$ cat src/rtl/ct_vfalu_ex3_wb_buf.sv
// ct_vfalu_ex3_wb_buf: queues merged vfalu ex3 results and drains them to the FP register-file write port
module ct_vfalu_ex3_wb_buf #(
    parameter int DEPTH  = 4,
    parameter int PREG_W = 7,
    parameter int SKID   = 2
) (
    input  logic              forever_cpuclk,
    input  logic              cpurst,
    input  logic              rtu_yy_xx_flush,
    input  logic              ex3_vfalu_res_vld,
    input  logic [63:0]       ex3_vfalu_freg_data,
    input  logic [4:0]        ex3_vfalu_ereg_data,
    input  logic [PREG_W-1:0] ex3_vfalu_dst_preg,
    input  logic              rf_wb_grant,
    input  logic              fflags_clr,
    output logic              wb_vfalu_vld,
    output logic [63:0]       wb_vfalu_data,
    output logic [PREG_W-1:0] wb_vfalu_preg,
    output logic [4:0]        wb_vfalu_fflags,
    output logic              vfalu_wb_stall,
    output logic              vfalu_wb_ovfl
);
    localparam int          AW       = $clog2(DEPTH);
    localparam logic [AW:0] FULL     = (AW+1)'(DEPTH);
    localparam logic [AW:0] STALL_TH = (AW+1)'(DEPTH - 1 - SKID);

    logic [63:0]       data_mem [DEPTH];
    logic [PREG_W-1:0] preg_mem [DEPTH];
    logic [AW-1:0]     rd_ptr, wr_ptr;
    logic [AW:0]       count, count_next;
    logic              full, push, pop;

    assign wb_vfalu_vld  = count != '0;
    assign wb_vfalu_data = data_mem[rd_ptr];
    assign wb_vfalu_preg = preg_mem[rd_ptr];

    // push/pop decisions; a pop frees the slot for a same-cycle push when full
    always_comb begin
        full       = count == FULL;
        pop        = wb_vfalu_vld & rf_wb_grant & ~rtu_yy_xx_flush;
        push       = ex3_vfalu_res_vld & ~rtu_yy_xx_flush & (~full | pop);
        count_next = rtu_yy_xx_flush ? '0 : count + (AW+1)'(push) - (AW+1)'(pop);
    end

    // entry storage, deliberately unreset
    always_ff @(posedge forever_cpuclk) begin
        if (push) begin
            data_mem[wr_ptr] <= ex3_vfalu_freg_data;
            preg_mem[wr_ptr] <= ex3_vfalu_dst_preg;
        end
    end

    // pointers, occupancy and early stall to protect ex1/ex2 in-flight ops
    always_ff @(posedge forever_cpuclk or posedge cpurst) begin
        if (cpurst) begin
            rd_ptr         <= '0;
            wr_ptr         <= '0;
            count          <= '0;
            vfalu_wb_stall <= 1'b0;
        end else begin
            rd_ptr         <= rtu_yy_xx_flush ? '0 : rd_ptr + AW'(pop);
            wr_ptr         <= rtu_yy_xx_flush ? '0 : wr_ptr + AW'(push);
            count          <= count_next;
            vfalu_wb_stall <= count_next > STALL_TH;
        end
    end

    // sticky fflags accumulator; a push in the clear cycle survives the clear
    always_ff @(posedge forever_cpuclk or posedge cpurst) begin
        if (cpurst)
            wb_vfalu_fflags <= '0;
        else if (push)
            wb_vfalu_fflags <= fflags_clr ? ex3_vfalu_ereg_data : wb_vfalu_fflags | ex3_vfalu_ereg_data;
        else if (fflags_clr)
            wb_vfalu_fflags <= '0;
    end

    // sticky overflow: result arrived with no free slot and no draining pop
    always_ff @(posedge forever_cpuclk or posedge cpurst) begin
        if (cpurst)
            vfalu_wb_ovfl <= 1'b0;
        else if (ex3_vfalu_res_vld & ~rtu_yy_xx_flush & full & ~pop)
            vfalu_wb_ovfl <= 1'b1;
    end
endmodule

$ cat config.mk
export PLATFORM = sky130hd
export DESIGN_NAME = ct_vfalu_ex3_wb_buf
export DESIGN_NICKNAME = d
export VERILOG_FILES = /design/src/rtl/ct_vfalu_ex3_wb_buf.sv
export SDC_FILE = /design/constraint.sdc
export NUM_CORES = 1
export LEC_CHECK = 0
export ABC_AREA = 1
export ABC_CLOCK_PERIOD_IN_PS = 11480
export BUFFER_PORTS_ARGS = -buffer_cell sky130_fd_sc_hd__buf_4
export CORE_ASPECT_RATIO = 2
export CORE_MARGIN = 5
export CORE_UTILIZATION = 30
export CTS_BUF_LIST = sky130_fd_sc_hd__clkbuf_4
export CTS_CLUSTER_DIAMETER = 200
export DETAILED_ROUTE_END_ITERATION = 16
export PLACE_DENSITY_LB_ADDON = 0.2
export REMOVE_ABC_BUFFERS = 1
export SLEW_MARGIN = 20
export SYNTH_ARGS = -nofsm -noshare
export SYNTH_HDL_FRONTEND = slang
export SYNTH_SLANG_ARGS = --single-unit
$ cat constraint.sdc
create_clock -name forever_cpuclk -period 11.48 [get_ports forever_cpuclk]
set_input_delay 0.574 -clock forever_cpuclk [delete_from_list [all_inputs] [get_ports forever_cpuclk]]
set_output_delay 0.574 -clock forever_cpuclk [all_outputs]
set_load 0.05 [all_outputs]
### Word level (Yosys, flattened, before mapping)

Memory sizes are Yosys's and may differ from the RTL's.
Index checks and enable logic that the tools add are counted.

| operators by class | value |
|---|---|
| add/sub/neg operators | 4 |
| order comparisons | 1 |
| equal/unequal tests | 1 |
| muxes and demuxes | 8 |
| bitwise logic cells | 11 |
| reductions and logical operators | 2 |

Operator list:

| operator | number |
|---|---|
| $mux 5 | 3 |
| $and 1x1->1 | 6 |
| $or 5x5->5 | 1 |
| $add 2x1->2 | 2 |
| $mux 2 | 2 |
| $add 3x1->3 | 1 |
| $eq 3x3->1 const B | 1 |
| $gt 3x1->1 const B | 1 |
| $mux 3 | 1 |
| $not 1->1 | 3 |
| $reduce_bool 3->1 | 1 |
| $sub 3x1->3 | 1 |
| $mux 1 | 2 |
| $reduce_bool 2->1 | 1 |
| $or 1x1->1 | 1 |

| storage, ports and cells | value |
|---|---|
| register bits after elaboration | 14 |
| memory bits (writable) | 284 |
| memories | 2 |

Memory list:

| name | words | width | rd ports | clocked after memory_dff | wr ports | line | source |
|---|---|---|---|---|---|---|---|
| data_mem | 4 | 64 | 1 | 0 | 1 | 27 | `logic [63:0] data_mem [DEPTH];` |
| preg_mem | 4 | 7 | 1 | 0 | 1 | 28 | `logic [PREG_W-1:0] preg_mem [DEPTH];` |

### Longest topological paths before layout

| logic depth | value |
|---|---|
| word-level depth | 9 |
| gate-level depth with buffers | 13 |
| gate-level depth less buffers | 13 |

### Least setup slack after synthesis

No wires, ideal clock.

| path | value |
|---|---|
| path type | input -> register |
| start | in rtu_yy_xx_flush |
| end | mem data_mem[0][0], enable pin |
| setup time | 501 ps |
| arrival | 3923 ps |
| data required time | 10979 ps |
| slack | 7056 ps |
| cell stages on the path | 5 |
| buffers on the path | 0 |
| path through | inv_2 nand2_1 inv_1 nand2_1 nor2_1 |

| between the ends | value |
|---|---|
| word-level cells in the longest chain between the ends | 6 |

Ends and longest elaborated chain:

| what | line | source |
|---|---|---|
| from (decl) | 9 | `input logic rtu_yy_xx_flush,` |
| $not 1->1 * | 40, 41 |  |
| $and 1x1->1 | 40 | `pop = wb_vfalu_vld & rf_wb_grant & ~rtu_yy_xx_flush;` |
| $or 1x1->1 | 41 | `push = ex3_vfalu_res_vld & ~rtu_yy_xx_flush & (~full \| pop);` |
| $and 1x1->1 * | 41 |  |
| $mux 1 * | 47 | `if (push) begin` |
| $mux 1 (not written as such) * | 48 | `data_mem[wr_ptr] <= ex3_vfalu_freg_data;` |
| to (decl) | 27 |  |

Every way passes the cells marked *; elsewhere a longest branch is shown, timed or not.

### Final worst setup path

| path | value |
|---|---|
| start | reg rd_ptr[0] |
| end | out wb_vfalu_data[28] |

| between the ends | value |
|---|---|
| word-level cells in the longest chain between the ends | 1 |

Ends and longest elaborated chain:

| what | line | source |
|---|---|---|
| from (decl) | 29 | `logic [AW-1:0] rd_ptr, wr_ptr;` |
| from (signal assigned) | 61 | `rd_ptr <= rtu_yy_xx_flush ? '0 : rd_ptr + AW'(pop);` |
| $mem_v2 4x64 | - |  |
| to (decl) | 17 | `output logic [63:0] wb_vfalu_data,` |

Every way passes these cells.

==> results.sh <==
export IMPL_fmax_mhz=264
export IMPL_clk_insertion_delay_late_ns=0.68
export IMPL_synthAdderAreaFrac_pct=0.624
export IMPL_muxShareOfSynthArea_pct=0
export IMPL_ys_ff_latch=298
export IMPL_crit_path_start_kind="flop"
export IMPL_final_common_cell="edfxtp_1"
export IMPL_synth_top_family_by_area="compound AO/OA/AOI/OAI gates"
export IMPL_core_area_sq_um=37200
export IMPL_yosys_area_top_type="edfxtp_1"
export IMPL_place_hpwl_um=16200
export IMPL_grt_pass1_wl_um=43000
export IMPL_cts_tree="done"
export IMPL_powerDensity_nw_per_um2=201
export IMPL_worstPathCellList="buf_4 -> o21ai_0 -> o22ai_1 -> buf_4"
export IMPL_hold_end="data_mem[0][37]"
export IMPL_clkSlewWorstSetupHoldPaths_ns=0.06
export IMPL_slew_headroom_pct=30.9
export IMPL_wire_per_inst_um=18.7
export IMPL_peakVddDrop_mv=0.149
export IMPL_post_route_min_period_ns=3.79
export IMPL_synth_cell_area_sq_um=11200
export IMPL_die_w_um=147
export IMPL_power_leakage_nw=5.06
export IMPL_grt_max_degree=143
export IMPL_max_stage_delay_ns=0.88
export IMPL_synth_xor_area_share_pct=0.0780
export IMPL_cts_max_level=3
export IMPL_numClockSinks=298
export IMPL_crit_type="reg2out"
export IMPL_yosys_area_share_simple_pct=6.25
export IMPL_yosysSeqAreaShare_pct=79.1
export IMPL_cp_common_cell="buf_4"
export IMPL_yosys_warnings=0
export IMPL_reg2reg_depth=5
export IMPL_ant_nets=0
export IMPL_r2r_setup_slack_ns=8.74
export IMPL_grt_util_all_layers_pct=13.5
export IMPL_final_area_sq_um=14000
export IMPL_die_area_sq_um=41600
export IMPL_fin_util_pct=37.8
export IMPL_skew_ns=0.0342
export IMPL_nNetsFinal=1096
export IMPL_worstMarginPinSlew_ns=1.04
export IMPL_grt_overflow_total=0
export IMPL_first_iter_violations=302
export IMPL_synth_area_leaders="edfxtp_1, o21ai_0, nor2_1"
export IMPL_die_h_um=284
export IMPL_area_growth_pct=25.2
export IMPL_first_global_vias=7708
export IMPL_cp_required_ns=10.91
export IMPL_numCtsBuffers=69
export IMPL_io_buffer_count=160
export IMPL_dpl_instance_area_sq_um=12800
export IMPL_layout_common_cells="edfxtp_1, buf_4, nor2_1, o21ai_0, clkbuf_4"
export IMPL_hold_class="in2reg"
export IMPL_finalSetupViolCount=0
export IMPL_final_max_slew_viol_count=0
export IMPL_path_max_fanout=78
export IMPL_maxCapViolCount=0
export IMPL_fillCellCount=3556
export IMPL_start_util_pct=30.2
export IMPL_via_count=7109
export IMPL_hold_viol_final=0
export IMPL_drive_gt1_share_pct=26.7
export IMPL_cts_path_max_buffers=3
export IMPL_synth_cells=769
export IMPL_pin_count=161
export IMPL_rsz0062_at_grt="false"
export IMPL_hold_depth=1
export IMPL_routed_via_density=4.70
export IMPL_gp_congestion=0.762
export IMPL_drc=0
export IMPL_rows=100
export IMPL_drt_wl_total_um=28200
export IMPL_end_kind="primary output"
export IMPL_synth_top_area_share_pct=76.0
export IMPL_finalSetupTns_ns=0
export IMPL_reg2reg_from="count[1]"
export IMPL_first_pass_iters=4
export IMPL_grt_antenna_before_repair=3
export IMPL_hp_start="ex3_vfalu_freg_data[37]"
export IMPL_cts_root_buf="clkbuf_4"
export IMPL_cp_arrival_ns=3.21
export IMPL_outcome="finished, final reports clean"
export IMPL_postSynthAreaPerCell_sq_um=14.6
export IMPL_critPathSlowestCell="dfrtp_4"
export IMPL_synthDistinctLibCells=22
export IMPL_synth_compound_area_share_pct=10.5
export IMPL_period_share_pct=33.0
export IMPL_timing_rr_end="data_mem[2][10]"
-- critical path: cells and delay by family, from the launching register on --
| family | cells | cell delay, ns |
|---|---|---|
| flip-flops | 1 | 0.88 |
| AO/OA/AOI/OAI | 2 | 0.59 |
| buffers and inverters | 2 | 0.98 |
-- cells in the mapped netlist, drive strengths merged --
| cell | number |
|---|---|
| o21ai | 143 |
| nor2 | 152 |
| o21bai | 1 |
| dfrtp | 14 |
| xnor2 | 1 |
| nand2 | 23 |
| a21oi | 2 |
| inv | 19 |
| clkbuf | 11 |
| nand3 | 8 |
| ha | 4 |
| o22ai | 71 |
| edfxtp | 284 |
| fa | 1 |
| buf | 35 |
-- worst max path at each step --
stage                     from                 to  slack, ns
6_report             rd_ptr[0]  wb_vfalu_data[28]       7.69
5_1_grt              rd_ptr[0]  wb_vfalu_data[28]       7.42
4_1_cts              rd_ptr[0]  wb_vfalu_data[28]       7.47
3_5_place_dp         rd_ptr[0]  wb_vfalu_data[28]       8.31
3_3_place_gp         rd_ptr[0]  wb_vfalu_data[28]       8.32
2_1_floorplan  rtu_yy_xx_flush     data_mem[0][0]       7.06
-- logic make-up (layout without fill, tap and decap cells) --
kind of cell / Yosys count / count (layout)
fa+ha+maj: 5 / 5
other cells: 0 / 2
compound gates: 217 / 217
simple gates: 183 / 183
xor+xnor: 1 / 1
flops: 298 / 298
buf+inv: 65 / 346
-- registers in the layout (all words and copies together) (netlist names) --
register and cells:
vfalu_wb_ovfl 1, wb_vfalu_fflags 5, preg_mem 28, rd_ptr 2, vfalu_wb_stall 1, wr_ptr 2, count 3, data_mem 256
-- routing by layer --
| layer | GRT usage, % | part of all wire [%] | vias to the layer above |
|---|---|---|---|
| li1 | - | - | 3381 |
| met1 | 13.8 | 36 | 3472 |
| met2 | 24.8 | 55 | 199 |
| met3 | 4.03 | 5.7 | 55 |
| met4 | 6.19 | 3.0 | 2 |
| met5 | 0 | 0.046 | - |
-- layout make-up --
type | instances | area [sq um] | area share, %
flip-flops and latches | 298 | 8880 | 63.2
clock inverters | 14 | 55.1 | 0.392
diodes | 2 | 5.00 | 0.0356
clock buffers | 98 | 736 | 5.24
well taps | 459 | 574 | 4.09
repair buffers | 215 | 1730 | 12.3
multi-input cells | 406 | 1990 | 14.2
inverters | 19 | 76.3 | 0.543
-- where the power goes --
group	internal (W)	switching [W]
combinational	0.000207	0.000556
sequential	0.00125	0.0000328
clock	0.000390	0.000386
total	0.00184	0.000975
-- repair_timing --
item,in CTS,in global routing
hold endpoints to repair,170,0
resized for setup,0,0
buffers inserted,0,0
hold buffers,46,0
-- per-stage QoR --
stage / setup slack [ns] / instances / hold WS (ns) / total power (W)
CTS: 7.47 / 1509 / 0.0000804 / 0.00288
detailed placement: 8.31 / 1351 / 0.464 / 0.00207
global placement: 8.32 / 1351 / 0.466 / 0.00207
global route: 7.42 / 1511 / 0.0114 / 0.00297
finish: 7.69 / 1511 / 0.100 / 0.00282
floorplan: 7.06 / 723 / 0.463 / 0.00179
Note: power is estimated with default switching activity, not from simulation.
